## src/rtl/load_store_unit.sv

```systemverilog
// Load/store unit: takes one RV32 memory operation at a time, issues a single
// bus request, and reports completion with optional load writeback.
module load_store_unit #(
   parameter int unsigned MAX_WAIT = 255
) (
   input  logic        clk,
   input  logic        rst_n,
   input  logic        start_valid,
   output logic        start_ready,
   input  logic        is_load,
   input  logic        is_store,
   input  logic [2:0]  funct3,
   input  logic [31:0] rs1_val,
   input  logic [31:0] rs2_val,
   input  logic [31:0] imm,
   input  logic [4:0]  rd_idx,
   output logic        mem_req,
   output logic        mem_we,
   output logic [31:0] mem_addr,
   output logic [31:0] mem_wdata,
   output logic [3:0]  mem_wstrb,
   input  logic        mem_gnt,
   input  logic        mem_rvalid,
   input  logic [31:0] mem_rdata,
   output logic        done_valid,
   output logic        done_err,
   output logic        wb_en,
   output logic [4:0]  wb_rd,
   output logic [31:0] wb_data,
   output logic [1:0]  dbg_state
);

   typedef enum logic [1:0] {
      S_IDLE = 2'd0,
      S_REQ  = 2'd1,
      S_WAIT = 2'd2,
      S_DONE = 2'd3
   } state_t;

   localparam int unsigned CW = (MAX_WAIT < 2) ? 1 : $clog2(MAX_WAIT);
   localparam logic [CW-1:0] CNT_LAST = CW'(MAX_WAIT - 1);

   state_t      state_q, state_d;
   logic [CW-1:0] cnt_q, cnt_d;
   logic [1:0]  lane_q, lane_d;
   logic [2:0]  funct3_q, funct3_d;
   logic [4:0]  rd_q, rd_d;
   logic        mem_req_q, mem_req_d;
   logic        mem_we_q, mem_we_d;
   logic [31:0] mem_addr_q, mem_addr_d;
   logic [31:0] mem_wdata_q, mem_wdata_d;
   logic [3:0]  mem_wstrb_q, mem_wstrb_d;
   logic        done_valid_q, done_valid_d;
   logic        done_err_q, done_err_d;
   logic        wb_en_q, wb_en_d;
   logic [4:0]  wb_rd_q, wb_rd_d;
   logic [31:0] wb_data_q, wb_data_d;

   logic        accept;
   logic [31:0] ea_in;
   logic        misaligned, bad_funct3, acc_err;
   logic [31:0] st_wdata;
   logic [3:0]  st_wstrb;
   logic [31:0] ld_data;

   assign start_ready = (state_q == S_IDLE) && rst_n;
   assign accept      = start_valid && start_ready;

   // Accept-time decode: effective address, error classification, store lanes.
   always_comb begin
      ea_in      = rs1_val + imm;
      misaligned = 1'b0;
      bad_funct3 = 1'b0;
      st_wdata   = 32'd0;
      st_wstrb   = 4'd0;
      case (funct3)
         3'b001, 3'b101: misaligned = ea_in[0];
         3'b010:         misaligned = |ea_in[1:0];
         default:        misaligned = 1'b0;
      endcase
      if (is_store && !(funct3 == 3'b000 || funct3 == 3'b001 || funct3 == 3'b010))
         bad_funct3 = 1'b1;
      if (is_load && (funct3 == 3'b011 || funct3 == 3'b110 || funct3 == 3'b111))
         bad_funct3 = 1'b1;
      acc_err = (is_load == is_store) || bad_funct3 || misaligned;
      if (is_store) begin
         case (funct3[1:0])
            2'b00: begin
               st_wdata = {4{rs2_val[7:0]}};
               st_wstrb = 4'b0001 << ea_in[1:0];
            end
            2'b01: begin
               st_wdata = {2{rs2_val[15:0]}};
               st_wstrb = 4'b0011 << ea_in[1:0];
            end
            default: begin
               st_wdata = rs2_val;
               st_wstrb = 4'b1111;
            end
         endcase
      end
   end

   always_comb begin
      case (funct3_q)
         3'b000:  ld_data = {{24{mem_rdata[{lane_q, 3'b000} + 7]}}, mem_rdata[{lane_q, 3'b000} +: 8]};
         3'b100:  ld_data = {24'd0, mem_rdata[{lane_q, 3'b000} +: 8]};
         3'b001:  ld_data = {{16{mem_rdata[{lane_q[1], 4'b0000} + 15]}}, mem_rdata[{lane_q[1], 4'b0000} +: 16]};
         3'b101:  ld_data = {16'd0, mem_rdata[{lane_q[1], 4'b0000} +: 16]};
         default: ld_data = mem_rdata;
      endcase
   end

   always_comb begin
      state_d      = state_q;
      cnt_d        = cnt_q;
      lane_d       = lane_q;
      funct3_d     = funct3_q;
      rd_d         = rd_q;
      mem_req_d    = 1'b0;
      mem_we_d     = 1'b0;
      mem_addr_d   = mem_addr_q;
      mem_wdata_d  = mem_wdata_q;
      mem_wstrb_d  = mem_wstrb_q;
      done_valid_d = 1'b0;
      done_err_d   = 1'b0;
      wb_en_d      = 1'b0;
      wb_rd_d      = 5'd0;
      wb_data_d    = 32'd0;
      case (state_q)
         S_IDLE: begin
            if (accept) begin
               lane_d   = ea_in[1:0];
               funct3_d = funct3;
               rd_d     = rd_idx;
               if (acc_err) begin
                  state_d      = S_DONE;
                  done_valid_d = 1'b1;
                  done_err_d   = 1'b1;
               end else begin
                  state_d     = S_REQ;
                  cnt_d       = '0;
                  mem_req_d   = 1'b1;
                  mem_we_d    = is_store;
                  mem_addr_d  = {ea_in[31:2], 2'b00};
                  mem_wdata_d = st_wdata;
                  mem_wstrb_d = st_wstrb;
               end
            end
         end
         S_REQ: begin
            // A grant in the final allowed cycle still wins over the timeout.
            if (mem_gnt) begin
               if (mem_we_q) begin
                  state_d      = S_DONE;
                  done_valid_d = 1'b1;
               end else begin
                  state_d = S_WAIT;
                  cnt_d   = '0;
               end
            end else if (cnt_q == CNT_LAST) begin
               state_d      = S_DONE;
               done_valid_d = 1'b1;
               done_err_d   = 1'b1;
            end else begin
               cnt_d     = cnt_q + 1'b1;
               mem_req_d = 1'b1;
               mem_we_d  = mem_we_q;
            end
         end
         S_WAIT: begin
            if (mem_rvalid) begin
               state_d      = S_DONE;
               done_valid_d = 1'b1;
               wb_en_d      = 1'b1;
               wb_rd_d      = rd_q;
               wb_data_d    = ld_data;
            end else if (cnt_q == CNT_LAST) begin
               state_d      = S_DONE;
               done_valid_d = 1'b1;
               done_err_d   = 1'b1;
            end else begin
               cnt_d = cnt_q + 1'b1;
            end
         end
         default: begin
            state_d = S_IDLE;
         end
      endcase
   end

   always_ff @(posedge clk) begin
      if (!rst_n) begin
         state_q      <= S_IDLE;
         cnt_q        <= '0;
         lane_q       <= 2'd0;
         funct3_q     <= 3'd0;
         rd_q         <= 5'd0;
         mem_req_q    <= 1'b0;
         mem_we_q     <= 1'b0;
         mem_addr_q   <= 32'd0;
         mem_wdata_q  <= 32'd0;
         mem_wstrb_q  <= 4'd0;
         done_valid_q <= 1'b0;
         done_err_q   <= 1'b0;
         wb_en_q      <= 1'b0;
         wb_rd_q      <= 5'd0;
         wb_data_q    <= 32'd0;
      end else begin
         state_q      <= state_d;
         cnt_q        <= cnt_d;
         lane_q       <= lane_d;
         funct3_q     <= funct3_d;
         rd_q         <= rd_d;
         mem_req_q    <= mem_req_d;
         mem_we_q     <= mem_we_d;
         mem_addr_q   <= mem_addr_d;
         mem_wdata_q  <= mem_wdata_d;
         mem_wstrb_q  <= mem_wstrb_d;
         done_valid_q <= done_valid_d;
         done_err_q   <= done_err_d;
         wb_en_q      <= wb_en_d;
         wb_rd_q      <= wb_rd_d;
         wb_data_q    <= wb_data_d;
      end
   end

   assign mem_req    = mem_req_q;
   assign mem_we     = mem_we_q;
   assign mem_addr   = mem_addr_q;
   assign mem_wdata  = mem_wdata_q;
   assign mem_wstrb  = mem_wstrb_q;
   assign done_valid = done_valid_q;
   assign done_err   = done_err_q;
   assign wb_en      = wb_en_q;
   assign wb_rd      = wb_rd_q;
   assign wb_data    = wb_data_q;
   assign dbg_state  = state_q;

endmodule

```

## config.mk

```make
export PLATFORM = sky130hd
export DESIGN_NAME = load_store_unit
export DESIGN_NICKNAME = d
export VERILOG_FILES = /design/src/rtl/load_store_unit.sv
export SDC_FILE = /design/constraint.sdc
export NUM_CORES = 1
export LEC_CHECK = 0
export BUFFER_PORTS_ARGS = -buffer_cell sky130_fd_sc_hd__buf_2
export CORE_MARGIN = 2
export CORE_UTILIZATION = 37
export CTS_BUF_LIST = sky130_fd_sc_hd__clkbuf_8
export DETAILED_ROUTE_END_ITERATION = 6
export PLACE_DENSITY = 0.59
export SETUP_SLACK_MARGIN = 0.5
export SKIP_LAST_GASP = 1
export SYNTH_ARGS = -nofsm -noshare
export SYNTH_HDL_FRONTEND = slang
export SYNTH_SLANG_ARGS = --single-unit
```

## constraint.sdc

```tcl
create_clock -name clk -period 6.9 [get_ports clk]
set_input_delay 0.69 -clock clk [delete_from_list [all_inputs] [get_ports clk]]
set_output_delay 0.69 -clock clk [all_outputs]
set_load 0.1 [all_outputs]
```

* Word level (Yosys, flattened, before mapping)
Cells that the tools add are included.
Operators by class: add/sub/neg operators 4, magnitude comparators 2, equality and inequality tests 19, shifts and indexed selects 4, multiplexer cells 47, bitwise operators 1, reduce and logical (&&, ||, !) cells 23
Operators by type and width (count):
- case mux 32 bit (4 select lines) | 1
- case mux 32 bit (2 select lines) | 1
- two-way mux 8 bit | 6
- adder 32 bit | 1
- two-way mux 32 bit | 1
- indexed part select 32 x 6 -> 16 bit | 1
- indexed part select 32 x 6 -> 8 bit | 1
- case mux 8 bit (3 select lines) | 1
- two-way mux 1 bit | 22
- == test 3 bit, second input constant | 5
- < comparator 6 bit, second input constant | 2
- binary-select mux 1 bit (select 5 bit) | 2
- two-way mux 2 bit | 5
- adder 8 x 1 -> 8 bit, second input constant | 1
- == test 8 bit, second input constant | 1
- case mux 4 bit (2 select lines) | 1
- adder 5 x 3 -> 6 bit, second input constant | 1
- adder 5 x 4 -> 6 bit, second input constant | 1
- == test 3 x 1 -> 1 bit, second input constant | 2
- == test 3 x 2 -> 1 bit, second input constant | 2
- zero test 3 bit | 2
- logical OR 1 bit | 6
- != test 2 bit, second input constant | 3
- != test 3 bit, second input constant | 2
- other kinds (18) | 29
Storage, ports and cells: flip-flop bits (word level) 128, input bits 143, output and inout bits 113, word-level logic and storage cells 115

* Depth between registers and ports, before layout
depth in word-level cells 12, depth in mapped cells 12, mapped depth without buffers 10

* Least setup slack after synthesis
No wires, ideal clock.
path kind flip-flop to flip-flop, from register state_q[0] (netlist: dbg_state[0]), to register cnt_q[5], setup time 119 ps, data arrival time 3420 ps, required time 6781 ps, path slack 3361 ps, stages on the path, launching flop included 11, path buffers 3, clock period less this slack 3539 ps, path through dfxtp_1 -> inv_1 -> ha_1 -> clkbuf_1 -> and2_1 -> nand2_1 -> or2_1 -> buf_6 -> a211o_1 -> buf_6 -> o221a_2
Between the ends: cells in the longest elaborated chain, start to end 5
RTL lines:
- from (decl) | line 43 | state_t state_q, state_d;
- from (signal assigned) | line 210 | state_q <= state_d;
- zero test 2 bit | line 66 | assign start_ready = (state_q == S_IDLE) && rst_n;
- logical AND 1 bit | line 66
- named net start_ready | line 9 | output logic start_ready,
- logical AND 1 bit | line 67 | assign accept = start_valid && start_ready;
- != test 2 bit (no line)
- AND reduction 5 bit (no line)
- to (signal assigned) | line 211 | cnt_q <= cnt_d;
- to (decl) | line 44 | logic [CW-1:0] cnt_q, cnt_d;
The timed path passes the listed nets, and every way through them passes these cells. A chain may end at the register's enable or synchronous reset.

* Worst setup path in the final report
from input rs1_val[0], to register cnt_q[0]
Between the ends: cells in the longest elaborated chain, start to end 6
RTL lines:
- from (decl) | line 13 | input logic [31:0] rs1_val,
- adder 32 bit | line 71 | ea_in = rs1_val + imm;
- named net ea_in[1] | line 60 | logic [31:0] ea_in;
- OR reduction 2 bit | line 78 | 3'b010: misaligned = |ea_in[1:0];
- case mux 1 bit (2 select lines) | line 76 | case (funct3)
- logical OR 1 bit | line 85 | acc_err = (is_load == is_store) || bad_funct3 || misaligned;
- != test 2 bit (no line)
- AND reduction 5 bit (no line)
The timed path passes the listed nets, and every way through them passes these cells.

==> results.toml <==
[synthesis]
ys_ff_latch = 128
synth_top_area_frac = 0.3616
yosys_warnings = 0
ys.flop_type = "dfxtp_1"
yosys-top-cells-area = "dfxtp_1 (36%), a21oi_1 (8.5%), nand2_1 (8.0%)"
synth_area_leader_cell = "dfxtp_1"
netlist_instances = 899
syn_area_um2 = 7087
yosysSeqAreaShare = 0.3616
avgSynthCellArea_um2 = 7.883
synth_edf_count = 0
async_flop_share = 0
synth.distinct_cells = 68

[final_layout]
area_growth_pct = 24.89
nets = 1295
nFillCells = 1923
drive_above_1_share = 0.2877
design_area_um2 = 8851

[clocking]
clkTransAtPathRegs_ns = 0.09
clock_latency_ns = 0.46
post_cts_buffers = 0
cts_resized = 0
cts_made_buffers = 17
cts_root_buffer = "clkbuf_8"
cts_hold_buf = 0
clockBufferDepth = 2
cts_tree = "done"
htreeDepth = 4
cts.sinks = 128

[placement]
place_congestion = 0.8772
io_buffers = 253
dp_hpwl_mm = 15.62
placed_cell_area_um2 = 8411

[critical_path]
worstReg2RegEnd = "cnt_q[0]$_SDFFE_PN0P_"
critical_path_class = "primary input to flip-flop"
worstSetupEndpoint = "cnt_q[0]$_SDFFE_PN0P_"
worst-path-max-fanout = 34
crit_arrival_ns = 3.92
rr_startpoint = "dbg_state[0]$_SDFFE_PN0P_"
cp-start-kind = "primary input"
worst_ep_required_time_ns = 7.29
r2r_slack_ns = 4.07
r2r_cells = 9
critPathLaunch = "rs1_val[0]"
end_kind = "flip-flop"

[global_routing]
grt_usage = 0.2062
grt_start_max_net_pins = 64
grt_pass1_wl_mm = 33.48
grt_pass1_vias = 6502
antenna_found_initial = 1
grt-ovfl-total = 0

[floorplanning]
start_util = 0.3776
die_h_um = 142.4
placement_rows = 50
core_um2 = 18770
fp.dieW_um = 142.4
die-area_um2 = 20280
io_pins = 256

[routing]
drc = 0
ant_nets = 0
routed_via_density = 5.262
drt_iter0_drc = 361
vias = 7161
finalWirelength_mm = 21.46
first_pass_iters = 5
post_drt_wl_per_cell_um = 15.77

[timing]
setup_viol = 0
finalCriticalPeriod_ns = 3.530
maxSlewViolCount = 0
rsz0062_at_grt = "false"
fin_crit_sh = 0.5116
slew_headroom = 0.2333
hold_viol = 0
max_freq_mhz = 283.3
worst_slew_pin_slew_ns = 1.148
fin_skew_ns = 0.01556
tns_ns = 0

[power]
finalPower_w = 0.002114
power_density_nw_per_um2 = 238.9
ir_drop_mv = 0.1154
p_leak_nw = 3.956

[status]
outcome = "completed"

[flow_run]
drv_cap = 0

[hold_path]
min_path_type = "flip-flop to flip-flop"
-- stage by stage --
stage                     instances  setup slack [ns]  hold WS, ns    util
after floorplan                 900             3.361       0.4296       -
after global placement         1328             2.950       0.4357  0.4481
after detailed placement       1328             2.920       0.4380  0.4481
after CTS                      1360             3.407       0.4274  0.4715
after global routing           1361             3.190       0.4388  0.4716
final                          1361             3.370       0.4466  0.4716
-- critical path, stage by stage --
cell     delay (ns)
buf_2          0.10
ha_1           0.22
fa_1           0.59
or3_1          0.39
a21oi_1        0.16
o22ai_1        0.18
or2_2          0.58
a211o_1        0.54
nor4_1         0.32
a21oi_1        0.07
nor2_1         0.08
-- cell usage in the layout, fill, tap and decap left out, drive strengths merged, types with 7 or more instances in the layout --
cell,synthesis,final
xor2,7,7
o21a,9,9
inv,23,29
nand4,8,8
dfxtp,128,128
nand2,151,151
mux2i,11,11
nor2b,8,8
nand3,52,52
nor3,15,15
and2,8,8
nor2,43,43
a31oi,18,18
o211ai,7,7
a22oi,8,8
xnor2,19,19
o21ai,56,56
ha,38,38
buf,14,256
o221a,10,10
a21oi,121,121
a21o,11,11
and3,7,7
or3,7,7
a211oi,7,7
mux2,17,17
clkbuf,48,18
-- sequential cells by signal (all words and copies together) (netlist names) --
| register | flops |
|---|---|
| funct3_q | 3 |
| done_err | 1 |
| mem_wdata | 32 |
| mem_addr | 30 |
| rd_q | 5 |
| wb_en | 1 |
| cnt_q | 8 |
| done_valid | 1 |
| dbg_state | 2 |
| wb_rd | 5 |
| mem_we | 1 |
| mem_req | 1 |
| wb_data | 32 |
| mem_wstrb | 4 |
| lane_q | 2 |
-- per-layer routing --
layer | global-route usage | share of wire | routed length, um | vias up
met1 | 0.2794 | 0.47 | 9981 | 3278
met4 | 0.05576 | 0.0080 | 172 | 0
met3 | 0.05552 | 0.071 | 1514 | 18
met5 | 0 | 0 | 0 | -
met2 | 0.3244 | 0.46 | 9792 | 221
li1 | - | - | - | 3644
-- logic make-up (layout without fill, tap and decap cells) --
| family | count (synthesis) | count (layout) | share of synthesized area |
|---|---|---|---|
| AO/OA/AOI/OAI | 281 | 281 | 0.2436 |
| XOR/XNOR | 26 | 26 | 0.03213 |
| adder cells (fa/ha/maj) | 39 | 39 | 0.06992 |
| buffers and inverters | 85 | 311 | 0.05014 |
| flip-flops | 128 | 128 | 0.3616 |
| multiplexers | 29 | 29 | 0.04573 |
| other | 1 | 3 | 0.0005292 |
| AND/OR/NAND/NOR | 310 | 310 | 0.1963 |
-- synthesized netlist by cell type, types with 7 or more instances --
master,n
o211ai_1,7
or3_1,7
dfxtp_1,128
inv_1,22
and3_1,7
ha_1,38
a21o_1,11
nand3_1,52
nor3_1,14
nand2_1,151
o221a_2,9
o21a_1,9
a21oi_1,120
xnor2_1,19
nor2b_1,8
o21ai_0,55
clkbuf_1,48
a31oi_1,18
a211oi_1,7
xor2_1,7
nand4_1,8
mux2_2,17
and2_1,8
nor2_1,42
mux2i_1,11
a22oi_1,8
-- where the power goes --
part / switching, W / total [W] / internal (W)
sequential: 0.0000270 / 0.000794 / 0.000767
combinational: 0.000421 / 0.000603 / 0.000182
clock: 0.000314 / 0.000718 / 0.000404
-- worst min-delay path by stage --
stage,startpoint,cells past startpoint,endpoint
final,mem_wdata[15]$_SDFFE_PN0P_,2,mem_wdata[15]$_SDFFE_PN0P_
after global routing,rd_idx[2],3,rd_q[2]$_SDFFE_PN0P_
after CTS,rd_idx[1],3,rd_q[1]$_SDFFE_PN0P_
after detailed placement,rd_q[3]$_SDFFE_PN0P_,1,wb_rd[3]$_SDFF_PN0_
after global placement,mem_wstrb[1]$_SDFFE_PN0P_,2,mem_wstrb[1]$_SDFFE_PN0P_
after floorplan,rd_q[0]$_SDFFE_PN0P_,1,wb_rd[0]$_SDFF_PN0_
-- cell type report --
type                            instances  area [um^2]  area share
Clock buffer                           18        247.7     0.02799
Sequential cell                       128         2562      0.2895
Inverter                               23        86.33    0.009754
Multi-Input combinational cell        687         4180      0.4723
Antenna cell                            1        2.502   0.0002827
Timing Repair Buffer                  256         1289      0.1456
Tap cell                              234        292.8     0.03308
Clock inverter                         14        190.2     0.02149
(Power assumes the default switching activity.)
